--- config.mk ---
export PLATFORM = sky130hd
export DESIGN_NAME = uart_host_if_flat
export DESIGN_NICKNAME = d
export VERILOG_FILES = /design/src/rtl/uart_host_if_pkg.sv /design/src/rtl/uart_host_if_if.sv /design/src/rtl/uart_host_if_fifo.sv /design/src/rtl/uart_host_if.sv /design/src/flat_wrapper.sv
export SDC_FILE = /design/constraint.sdc
export NUM_CORES = 1
export LEC_CHECK = 0
export ABC_AREA = 1
export CAP_MARGIN = 10
export CORE_MARGIN = 2
export CORE_UTILIZATION = 60
export CTS_CLUSTER_SIZE = 16
export DETAILED_ROUTE_END_ITERATION = 8
export PLACE_DENSITY = 0.79
export SLEW_MARGIN = 20
export SYNTH_ARGS = -nofsm -noshare
export SYNTH_HDL_FRONTEND = slang
export SYNTH_SLANG_ARGS = --single-unit
--- constraint.sdc ---
create_clock -name CLK -period 5.3 [get_ports CLK]
set_clock_uncertainty 0.15 [all_clocks]
set_input_delay 1.325 -clock CLK [delete_from_list [all_inputs] [get_ports CLK]]
set_output_delay 1.325 -clock CLK [all_outputs]
set_load 0.05 [all_outputs]
--- src/rtl/uart_host_if_pkg.sv ---
// Shared types for the UART host-side buffer.
// TX FSM encoding and default FIFO address width.
package uart_host_if_pkg;

    localparam int AW_DEF = 4;

    typedef enum logic [1:0] {
        T_IDLE   = 2'd0,
        T_SEND   = 2'd1,
        T_WAITHI = 2'd2,
        T_WAITLO = 2'd3
    } tx_state_t;

endpackage

--- src/rtl/uart_host_if_if.sv ---
// Host-side bus of the UART buffer block.
// master = CPU/bus side, slave = uart_host_if.
interface uart_host_bus_if
    import uart_host_if_pkg::*;
#(
    parameter int AW = AW_DEF
);
    logic [7:0]  HOST_WDATA;
    logic        HOST_WE;
    logic        TX_FULL;
    logic [AW:0] TX_LEVEL;
    logic [7:0]  HOST_RDATA;
    logic        HOST_RE;
    logic        RX_EMPTY;
    logic [AW:0] RX_LEVEL;
    logic        RX_OVF;
    logic        OVF_CLR;

    modport master (
        output HOST_WDATA, HOST_WE, HOST_RE, OVF_CLR,
        input  TX_FULL, TX_LEVEL, HOST_RDATA,
        input  RX_EMPTY, RX_LEVEL, RX_OVF
    );

    modport slave (
        input  HOST_WDATA, HOST_WE, HOST_RE, OVF_CLR,
        output TX_FULL, TX_LEVEL, HOST_RDATA,
        output RX_EMPTY, RX_LEVEL, RX_OVF
    );
endinterface

--- src/rtl/uart_host_if_fifo.sv ---
// Synchronous first-word-fall-through FIFO.
// Pointers carry an extra wrap bit for full/empty.
module uart_sync_fifo #(
    parameter int AW = 4,
    parameter int DW = 8
) (
    input  logic          CLK,
    input  logic          RESETB,
    input  logic          push,
    input  logic [DW-1:0] wdata,
    input  logic          pop,
    output logic [DW-1:0] rdata,
    output logic          full,
    output logic          empty,
    output logic [AW:0]   level
);
    localparam int DEPTH = 2**AW;

    logic [AW:0]   wr_ptr;
    logic [AW:0]   rd_ptr;
    logic [DW-1:0] mem [DEPTH];
    logic          do_push;
    logic          do_pop;

    assign empty = (wr_ptr == rd_ptr);
    assign full  = (wr_ptr[AW] != rd_ptr[AW]) &&
                   (wr_ptr[AW-1:0] == rd_ptr[AW-1:0]);
    assign level = wr_ptr - rd_ptr;
    assign rdata = mem[rd_ptr[AW-1:0]];

    assign do_push = push && !full;
    assign do_pop  = pop && !empty;

    // Advance pointers; push and pop are independent.
    always_ff @(posedge CLK or negedge RESETB) begin
        if (!RESETB) begin
            wr_ptr <= '0;
            rd_ptr <= '0;
        end else begin
            if (do_push) wr_ptr <= wr_ptr + 1'b1;
            if (do_pop)  rd_ptr <= rd_ptr + 1'b1;
        end
    end

    // Storage array, written only on an accepted push.
    always_ff @(posedge CLK) begin
        if (do_push) mem[wr_ptr[AW-1:0]] <= wdata;
    end
endmodule

--- src/rtl/uart_host_if.sv ---
// Host-side TX/RX buffering for the rs232c core.
// TX FSM paces the core, RX side acks each byte.
module uart_host_if
    import uart_host_if_pkg::*;
#(
    parameter int AW = AW_DEF
) (
    input  logic       CLK,
    input  logic       RESETB,
    uart_host_bus_if.slave host,
    output logic [7:0] TX_DATA,
    output logic       TX_DATA_EN,
    input  logic       TX_BUSY,
    input  logic [7:0] RX_DATA,
    input  logic       RX_DATA_RDY,
    output logic       RX_DATA_RD
);
    tx_state_t  tx_state;
    logic       tx_empty;
    logic       tx_pop;
    logic [7:0] tx_head;
    logic       rx_full;
    logic       rx_pop;
    logic       rx_full_nx;
    logic       rx_ovf;

    assign tx_pop = (tx_state == T_IDLE) && !tx_empty && !TX_BUSY;

    assign rx_pop     = host.HOST_RE && !host.RX_EMPTY;
    assign rx_full_nx = rx_full && !rx_pop;
    assign host.RX_OVF = rx_ovf;

    uart_sync_fifo #(.AW(AW), .DW(8)) u_tx_fifo (
        .CLK    (CLK),
        .RESETB (RESETB),
        .push   (host.HOST_WE),
        .wdata  (host.HOST_WDATA),
        .pop    (tx_pop),
        .rdata  (tx_head),
        .full   (host.TX_FULL),
        .empty  (tx_empty),
        .level  (host.TX_LEVEL)
    );

    uart_sync_fifo #(.AW(AW), .DW(8)) u_rx_fifo (
        .CLK    (CLK),
        .RESETB (RESETB),
        .push   (RX_DATA_RD),
        .wdata  (RX_DATA),
        .pop    (host.HOST_RE),
        .rdata  (host.HOST_RDATA),
        .full   (rx_full),
        .empty  (host.RX_EMPTY),
        .level  (host.RX_LEVEL)
    );

    // TX FSM: hand one byte to the core, then wait out its busy time.
    always_ff @(posedge CLK or negedge RESETB) begin
        if (!RESETB) begin
            tx_state   <= T_IDLE;
            TX_DATA    <= 8'h00;
            TX_DATA_EN <= 1'b0;
        end else begin
            TX_DATA_EN <= 1'b0;
            unique case (tx_state)
                T_IDLE: begin
                    if (tx_pop) begin
                        TX_DATA    <= tx_head;
                        TX_DATA_EN <= 1'b1;
                        tx_state   <= T_SEND;
                    end
                end
                T_SEND:   tx_state <= T_WAITHI;
                T_WAITHI: tx_state <= T_WAITLO;
                T_WAITLO: begin
                    if (!TX_BUSY) tx_state <= T_IDLE;
                end
                default:  tx_state <= T_IDLE;
            endcase
        end
    end

    // One-cycle ack; skip the cycle after an ack while RDY drops.
    always_ff @(posedge CLK or negedge RESETB) begin
        if (!RESETB) begin
            RX_DATA_RD <= 1'b0;
        end else begin
            RX_DATA_RD <= RX_DATA_RDY && !rx_full_nx && !RX_DATA_RD;
        end
    end

    // Sticky overflow: byte pending with no room; set beats clear.
    always_ff @(posedge CLK or negedge RESETB) begin
        if (!RESETB) begin
            rx_ovf <= 1'b0;
        end else if (RX_DATA_RDY && rx_full_nx) begin
            rx_ovf <= 1'b1;
        end else if (host.OVF_CLR) begin
            rx_ovf <= 1'b0;
        end
    end
endmodule
--- src/flat_wrapper.sv ---
// flat-port wrapper written by rule: the top's interface ports become plain ports
module uart_host_if_flat import uart_host_if_pkg::*;
#(
    parameter int AW = AW_DEF
)
  (CLK, RESETB, TX_DATA, TX_DATA_EN, TX_BUSY, RX_DATA, RX_DATA_RDY, RX_DATA_RD, host_HOST_WDATA, host_HOST_WE, host_HOST_RE, host_OVF_CLR, host_TX_FULL, host_TX_LEVEL, host_HOST_RDATA, host_RX_EMPTY, host_RX_LEVEL, host_RX_OVF);
  uart_host_bus_if #(.AW(AW)) host_i ();
  input  logic CLK;
  input  logic RESETB;
  output logic [7:0] TX_DATA;
  output logic TX_DATA_EN;
  input  logic TX_BUSY;
  input  logic [7:0] RX_DATA;
  input  logic RX_DATA_RDY;
  output logic RX_DATA_RD;
  input wire logic [$bits(host_i.HOST_WDATA)-1:0] host_HOST_WDATA;
  input wire logic [$bits(host_i.HOST_WE)-1:0] host_HOST_WE;
  input wire logic [$bits(host_i.HOST_RE)-1:0] host_HOST_RE;
  input wire logic [$bits(host_i.OVF_CLR)-1:0] host_OVF_CLR;
  output wire logic [$bits(host_i.TX_FULL)-1:0] host_TX_FULL;
  output wire logic [$bits(host_i.TX_LEVEL)-1:0] host_TX_LEVEL;
  output wire logic [$bits(host_i.HOST_RDATA)-1:0] host_HOST_RDATA;
  output wire logic [$bits(host_i.RX_EMPTY)-1:0] host_RX_EMPTY;
  output wire logic [$bits(host_i.RX_LEVEL)-1:0] host_RX_LEVEL;
  output wire logic [$bits(host_i.RX_OVF)-1:0] host_RX_OVF;
  assign host_i.HOST_WDATA = host_HOST_WDATA;
  assign host_i.HOST_WE = host_HOST_WE;
  assign host_i.HOST_RE = host_HOST_RE;
  assign host_i.OVF_CLR = host_OVF_CLR;
  assign host_TX_FULL = host_i.TX_FULL;
  assign host_TX_LEVEL = host_i.TX_LEVEL;
  assign host_HOST_RDATA = host_i.HOST_RDATA;
  assign host_RX_EMPTY = host_i.RX_EMPTY;
  assign host_RX_LEVEL = host_i.RX_LEVEL;
  assign host_RX_OVF = host_i.RX_OVF;
  uart_host_if #(.AW(AW)) u_core (.CLK(CLK), .RESETB(RESETB), .host(host_i), .TX_DATA(TX_DATA), .TX_DATA_EN(TX_DATA_EN), .TX_BUSY(TX_BUSY), .RX_DATA(RX_DATA), .RX_DATA_RDY(RX_DATA_RDY), .RX_DATA_RD(RX_DATA_RD));
endmodule
Yosys cells after proc, flatten, opt, wreduce, memory -nomap -nowiden
Memory sizes are Yosys's and may differ from the RTL's. A register that Yosys moved wholly into a read port is not among the register bits. Cells that the tools add are included.

Register bits: 25. Bits in writable memories: 256. Logic and storage cells: 63. Memories: 2.

Memories: u_core.u_rx_fifo.mem (words 16, bits a word 8, rd ports 1, clocked after Yosys merged registers in 0, write ports 1, RTL line uart_host_if_fifo.sv:21) `logic [DW-1:0] mem [DEPTH];`; u_core.u_tx_fifo.mem (words 16, bits a word 8, rd ports 1, clocked after Yosys merged registers in 1, write ports 1, RTL line uart_host_if_fifo.sv:21).

Add/sub/neg operators: 6. Equal/unequal tests: 11. Muxes and demuxes: 11. Reductions and logical operators: 25.

Operator list (number): 5-bit by 1-bit adder with 5-bit output (second input constant) (4); 1-bit logical AND (12); 5-bit == test (2); 5-bit subtractor (2); 1-bit zero test (9); 4-bit == test (2); 1-bit two-way mux (8); 2-bit case mux with 4 select lines (1); 2-bit == test (second input constant) (2); 2-bit two-way mux (2); 2-bit inequality test (second input constant) (2); 2-bit AND reduction (2); 2-bit by 1-bit == test with 1-bit output (second input constant) (1); 2-bit zero test (1); 1-bit inequality test (2); 2-bit nonzero test (1).

Depth between registers and ports, before layout
Depth after elaboration: 8. Gate-level depth with buffers: 12. Depth with buffers taken out: 10.

By module
From an unflattened synthesis, not the netlist that was laid out.

Cell total of the unflattened synthesis: 1379. Area total of the unflattened synthesis: 13379.1 um2.

By module, submodules not included: uart_sync_fifo at u_core.u_tx_fifo (instances 1, cells an instance 657, area each 6401.1 um2); uart_sync_fifo at u_core.u_rx_fifo (instances 1, cells an instance 657, area each 6397.4 um2); uart_host_if (instances 1, cells an instance 65, area each 580.6 um2).

Worst setup path after synthesis
OpenSTA, ideal clock, no wires.

Path kind: reg2out. From: register u_core.u_tx_fifo.rd_ptr[2]. To: output port host_TX_LEVEL[4]. Data arrival time: 2.183 ns. Slack: 1.642 ns. Stages on the path, launching flop included: 8. Path buffers: 2. Path through: dfrtp_1 > buf_2 > buf_2 > inv_1 > ha_1 > nand2_1 > o21ai_0 > xor2_1.

Longest elaborated chain between the ends: 1.

RTL lines: start, declared (RTL line uart_host_if_fifo.sv:20) `logic [AW:0] rd_ptr;`; start signal, assigned (RTL line uart_host_if_fifo.sv:41) `if (do_pop) rd_ptr <= rd_ptr + 1'b1;`; 5-bit subtractor (RTL line uart_host_if_fifo.sv:28) `assign level = wr_ptr - rd_ptr;`; end, declared (RTL line flat_wrapper.sv:21) `output wire logic [$bits(host_i.TX_LEVEL)-1:0] host_TX_LEVEL;`.

Every way passes these cells.

Final worst setup path
From: register u_core.u_rx_fifo.rd_ptr[0]. To: output port host_HOST_RDATA[4].

Longest elaborated chain between the ends: 1.

RTL lines: start, declared (RTL line uart_host_if_fifo.sv:20); start signal, assigned (RTL line uart_host_if_fifo.sv:41); memory read 16 x 8 bit; end, declared (RTL line flat_wrapper.sv:22) `output wire logic [$bits(host_i.HOST_RDATA)-1:0] host_HOST_RDATA;`.

Every way passes these cells.

==> reports/qor.csv <==
stage,metric,value,unit
global_route,antenna_found_initial,0,
worst_setup_path,r2r_cells,10,
min_path,hold_depth,1,
power_and_ir_drop,clockPowerShare,0.225,
synth,synthCells,1143,
detailed_routing,wl,27100,um
worst_setup_path,ff2ff_setup_slack,1.92,ns
finish,final_net_count,1237,
worst_setup_path,timing.rr.end,u_core.u_tx_fifo.mem[4][7],
placed_design,globalplace.congestion,0.861,
worst_setup_path,critical-path-max-stage-delay,0.81,ns
timing,max_freq,215,MHz
timing,slew_violations,0,
detailed_routing,drt-pass1-iter-count,6,
power_and_ir_drop,p_leak,5.60,nW
clock_tree,tritoncts,done,
power_and_ir_drop,switchingPower,3.67,mW
synth,synthDistinctLibCells,26,
timing,finalCritPeriodShare,0.877,
power_and_ir_drop,p_int,5.06,mW
power_and_ir_drop,p_seq_frac,0.342,
run_status,status,completed,
floorplan,ioPinCount,54,
timing,worstMarginPinSlew,0.945,ns
detailed_routing,drc,0,
finish,drive_gt1_frac,0.0577,
clock_tree,ctsLongestPathBuffers,3,
clock_tree,cts_sinks,289,
finish,n_antenna_cell,0,
synth,ys_warn_count,0,
worst_setup_path,timing.critical_path.slowest_stage_cell,clkdlybuf4s50_1,
worst_setup_path,cp_data_required_time,3.83,ns
finish,area_growth,12.7,%
synth,synth.avg_cell_area,11.0,um2
global_route,first_global_vias,8167,
detailed_routing,routedWlPerCell,18.3,um
worst_setup_path,path_buf_inv,3,
global_route,overflow,0,
min_path,hold_end,u_core.u_tx_fifo.wr_ptr[4],
timing,setup_tns,0,ns
placed_design,post-dp-hpwl,16800,um
worst_setup_path,worst_ep_arrival_time,3.17,ns
timing,slew_headroom,0.368,
min_path,min_from,u_core.u_tx_fifo.wr_ptr[4],
finish,multi_input_area,3230,um2
global_route,grt_usage,0.251,
floorplan,initial_utilization,0.616,
synth,ys_seq_area_frac,0.679,
power_and_ir_drop,p_comb_frac,0.433,
timing,rsz0062_at_grt,no,
clock_tree,cts_hold_buffers,0,
finish,fill_cells,1436,
floorplan,rows,52,
finish,fin_cells,1483,
floorplan,die_w,149,um
synth,synth_seq_cells,289,
timing,period_minus_slack,4.65,ns
run,cap_violations,0,
power_and_ir_drop,power.total,8.73,mW
detailed_routing,vias,8185,
detailed_routing,avgViaCountPerCell,5.52,
clock_tree,cts_made_buffers,29,
floorplan,die_y,149,um
worst_setup_path,worstPathMaxFanout,39,
worst_setup_path,crit_chain,buf_4 -> o21ai_0 -> o22ai_1 -> nand2_1 -> nand2_1 -> inv_1 -> nand2_1 -> clkdlybuf4s50_1,
timing,final_hold_viol_count,0,
worst_setup_path,critPathKind,reg -> out,
placed_design,numPortBuffers,53,
timing,worst_slack,0.653,ns
worst_setup_path,path_common_cell,nand2_1,
power_and_ir_drop,netSwitchingFraction,0.420,
worst_setup_path,critPathTopFamily,buffers and inverters,
clock_tree,postCtsSetupRepairBufs,0,
placed_design,place_ws,1.21,ns
min_path,hp-class,reg -> reg,
clock_tree,htreeDepth,1,
global_route,grt_pass1_wl,42400,um
detailed_routing,drt-initial-drc-count,724,
floorplan,die_area,22100,um2
clock_tree,cts_root_buf,clkbuf_16,
worst_setup_path,regToRegStartpoint,u_core.u_tx_fifo.rd_ptr[1],
detailed_routing,ant_nets,0,
timing,finalSetupViolCount,0,
placed_design,dp_cells,1429,
clock_tree,clock_latency,0.55,ns
clock_tree,clk_pin_slew_worst_paths,0.07,ns
clock_tree,cts-resized-gates,0,
global_route,grt_max_degree,68,
worst_setup_path,worstSetupStartpointType,flip-flop,
power_and_ir_drop,pwr_density_cell,618,nW/um2
synth,synth_nets,1190,
floorplan,core-area,20400,um2
finish,ff_latch_area,8520,um2
worst_setup_path,cp-end-kind,primary output,
synth,syn_area,12500,um2
power_and_ir_drop,ir_drop,0.448,mV
==> power by group through the flow <==
| stage | clock network, mW | registers, mW | logic, mW |
|---|---|---|---|
| finish | 1.96 | 2.99 | 3.78 |
| detailed placement | 0 | 3.03 | 3.76 |
| floorplan | 0 | 3.05 | 2.64 |
| global route | 2.07 | 3.02 | 4.11 |
| CTS | 1.98 | 2.99 | 3.79 |
| global placement | 0 | 3.02 | 3.68 |
==> layout by cell type, fill, tap and decap left out, drive strengths merged <==
| cell | n |
|---|---|
| nor2 | 165 |
| edfxtp | 256 |
| bufinv | 1 |
| clkdlybuf4s50 | 52 |
| o21ai | 74 |
| clkinv | 11 |
| dfrtp | 33 |
| o211ai | 17 |
| nand3 | 106 |
| nand2 | 237 |
| a21oi | 5 |
| xnor2 | 2 |
| ha | 22 |
| clkbuf | 43 |
| o22ai | 16 |
| buf | 9 |
| fa | 2 |
| inv | 141 |
| xor2 | 21 |
==> worst reg2reg max path, stage by stage, from the launching register on <==
cell     delay (ns)
dfrtp_1        0.38
buf_4          0.22
inv_2          0.53
ha_1           0.38
nand2_1        0.06
nor2_1         0.05
nand2_1        0.08
nand2_1        0.11
inv_2          0.15
nand2_1        0.18
nor2_1         0.73
==> layer usage <==
metal,routed length [um],vias up,global-route usage
met1,10400,3871,0.313
met3,1850,82,0.0387
li1,-,3896,-
met4,1110,0,0.108
met2,13700,336,0.439
met5,0,-,0
==> area by class of cell <==
class / count / area share
inverters: 142 / 0.0378
repair buffers: 61 / 0.0414
well taps: 270 / 0.0239
clock buffers: 43 / 0.0594
flip-flops and latches: 289 / 0.603
clock inverters: 11 / 0.00576
multi-input cells: 667 / 0.229
==> state kept, by name (all words and copies together), names as in the netlist <==
name	cells
u_core.tx_state	2
u_core.TX_DATA_EN	1
u_core.u_rx_fifo.mem	128
u_core.TX_DATA	8
u_core.u_tx_fifo.mem	128
u_core.u_tx_fifo.rd_ptr	5
u_core.RX_DATA_RD	1
u_core.u_tx_fifo.wr_ptr	5
u_core.host.RX_OVF	1
u_core.u_rx_fifo.rd_ptr	5
u_core.u_rx_fifo.wr_ptr	5
==> cell usage after synthesis <==
master | number | share of area
inv_2 | 7 | 0.0021
buf_2 | 29 | 0.012
dfrtp_1 | 33 | 0.066
nand2_2 | 4 | 0.0020
xnor2_1 | 1 | 0.00070
nand2_1 | 232 | 0.069
buf_4 | 8 | 0.0048
inv_1 | 133 | 0.040
nor2_4 | 4 | 0.0036
fa_1 | 2 | 0.0032
o21ai_0 | 71 | 0.028
nand2_4 | 1 | 0.00090
ha_1 | 22 | 0.022
xnor2_2 | 1 | 0.0013
buf_6 | 3 | 0.0027
a21oi_1 | 5 | 0.0020
xor2_1 | 21 | 0.015
o22ai_1 | 16 | 0.0080
clkbuf_1 | 4 | 0.0012
nor2_1 | 161 | 0.048
buf_1 | 1 | 0.00030
nand3_1 | 106 | 0.042
o21ai_1 | 3 | 0.0012
edfxtp_1 | 256 | 0.61
o211ai_1 | 17 | 0.010
clkinv_1 | 2 | 0.00060
==> worst max path at each step <==
stage | start | to | cells past startpoint
after CTS | u_core.u_tx_fifo.rd_ptr[1] | host_TX_LEVEL[3] | 7
after floorplan | u_core.u_tx_fifo.rd_ptr[2] | host_TX_LEVEL[4] | 7
after global routing | u_core.u_rx_fifo.rd_ptr[0] | host_HOST_RDATA[1] | 8
after detailed placement | u_core.u_rx_fifo.rd_ptr[0] | host_HOST_RDATA[1] | 8
after global placement | u_core.u_tx_fifo.rd_ptr[1] | host_TX_LEVEL[3] | 7
final | u_core.u_rx_fifo.rd_ptr[0] | host_HOST_RDATA[4] | 8
==> cells by family after synthesis <==
group,count (synthesis),synth area share
buf+inv,187,0.0631
xor+xnor,23,0.0167
compound gates,112,0.0497
fa+ha+maj,24,0.0251
simple gates,508,0.166
flops,289,0.679
==> metrics by stage <==
step / utilization / hold WS, ns / area, um2
floorplan: - / 0.313 / 12500
global placement: 0.649 / 0.333 / 13200
detailed placement: 0.649 / 0.349 / 13200
CTS: 0.694 / 0.360 / 14100
global route: 0.694 / 0.387 / 14100
finish: 0.694 / 0.364 / 14100
(Power assumes the default switching activity.)
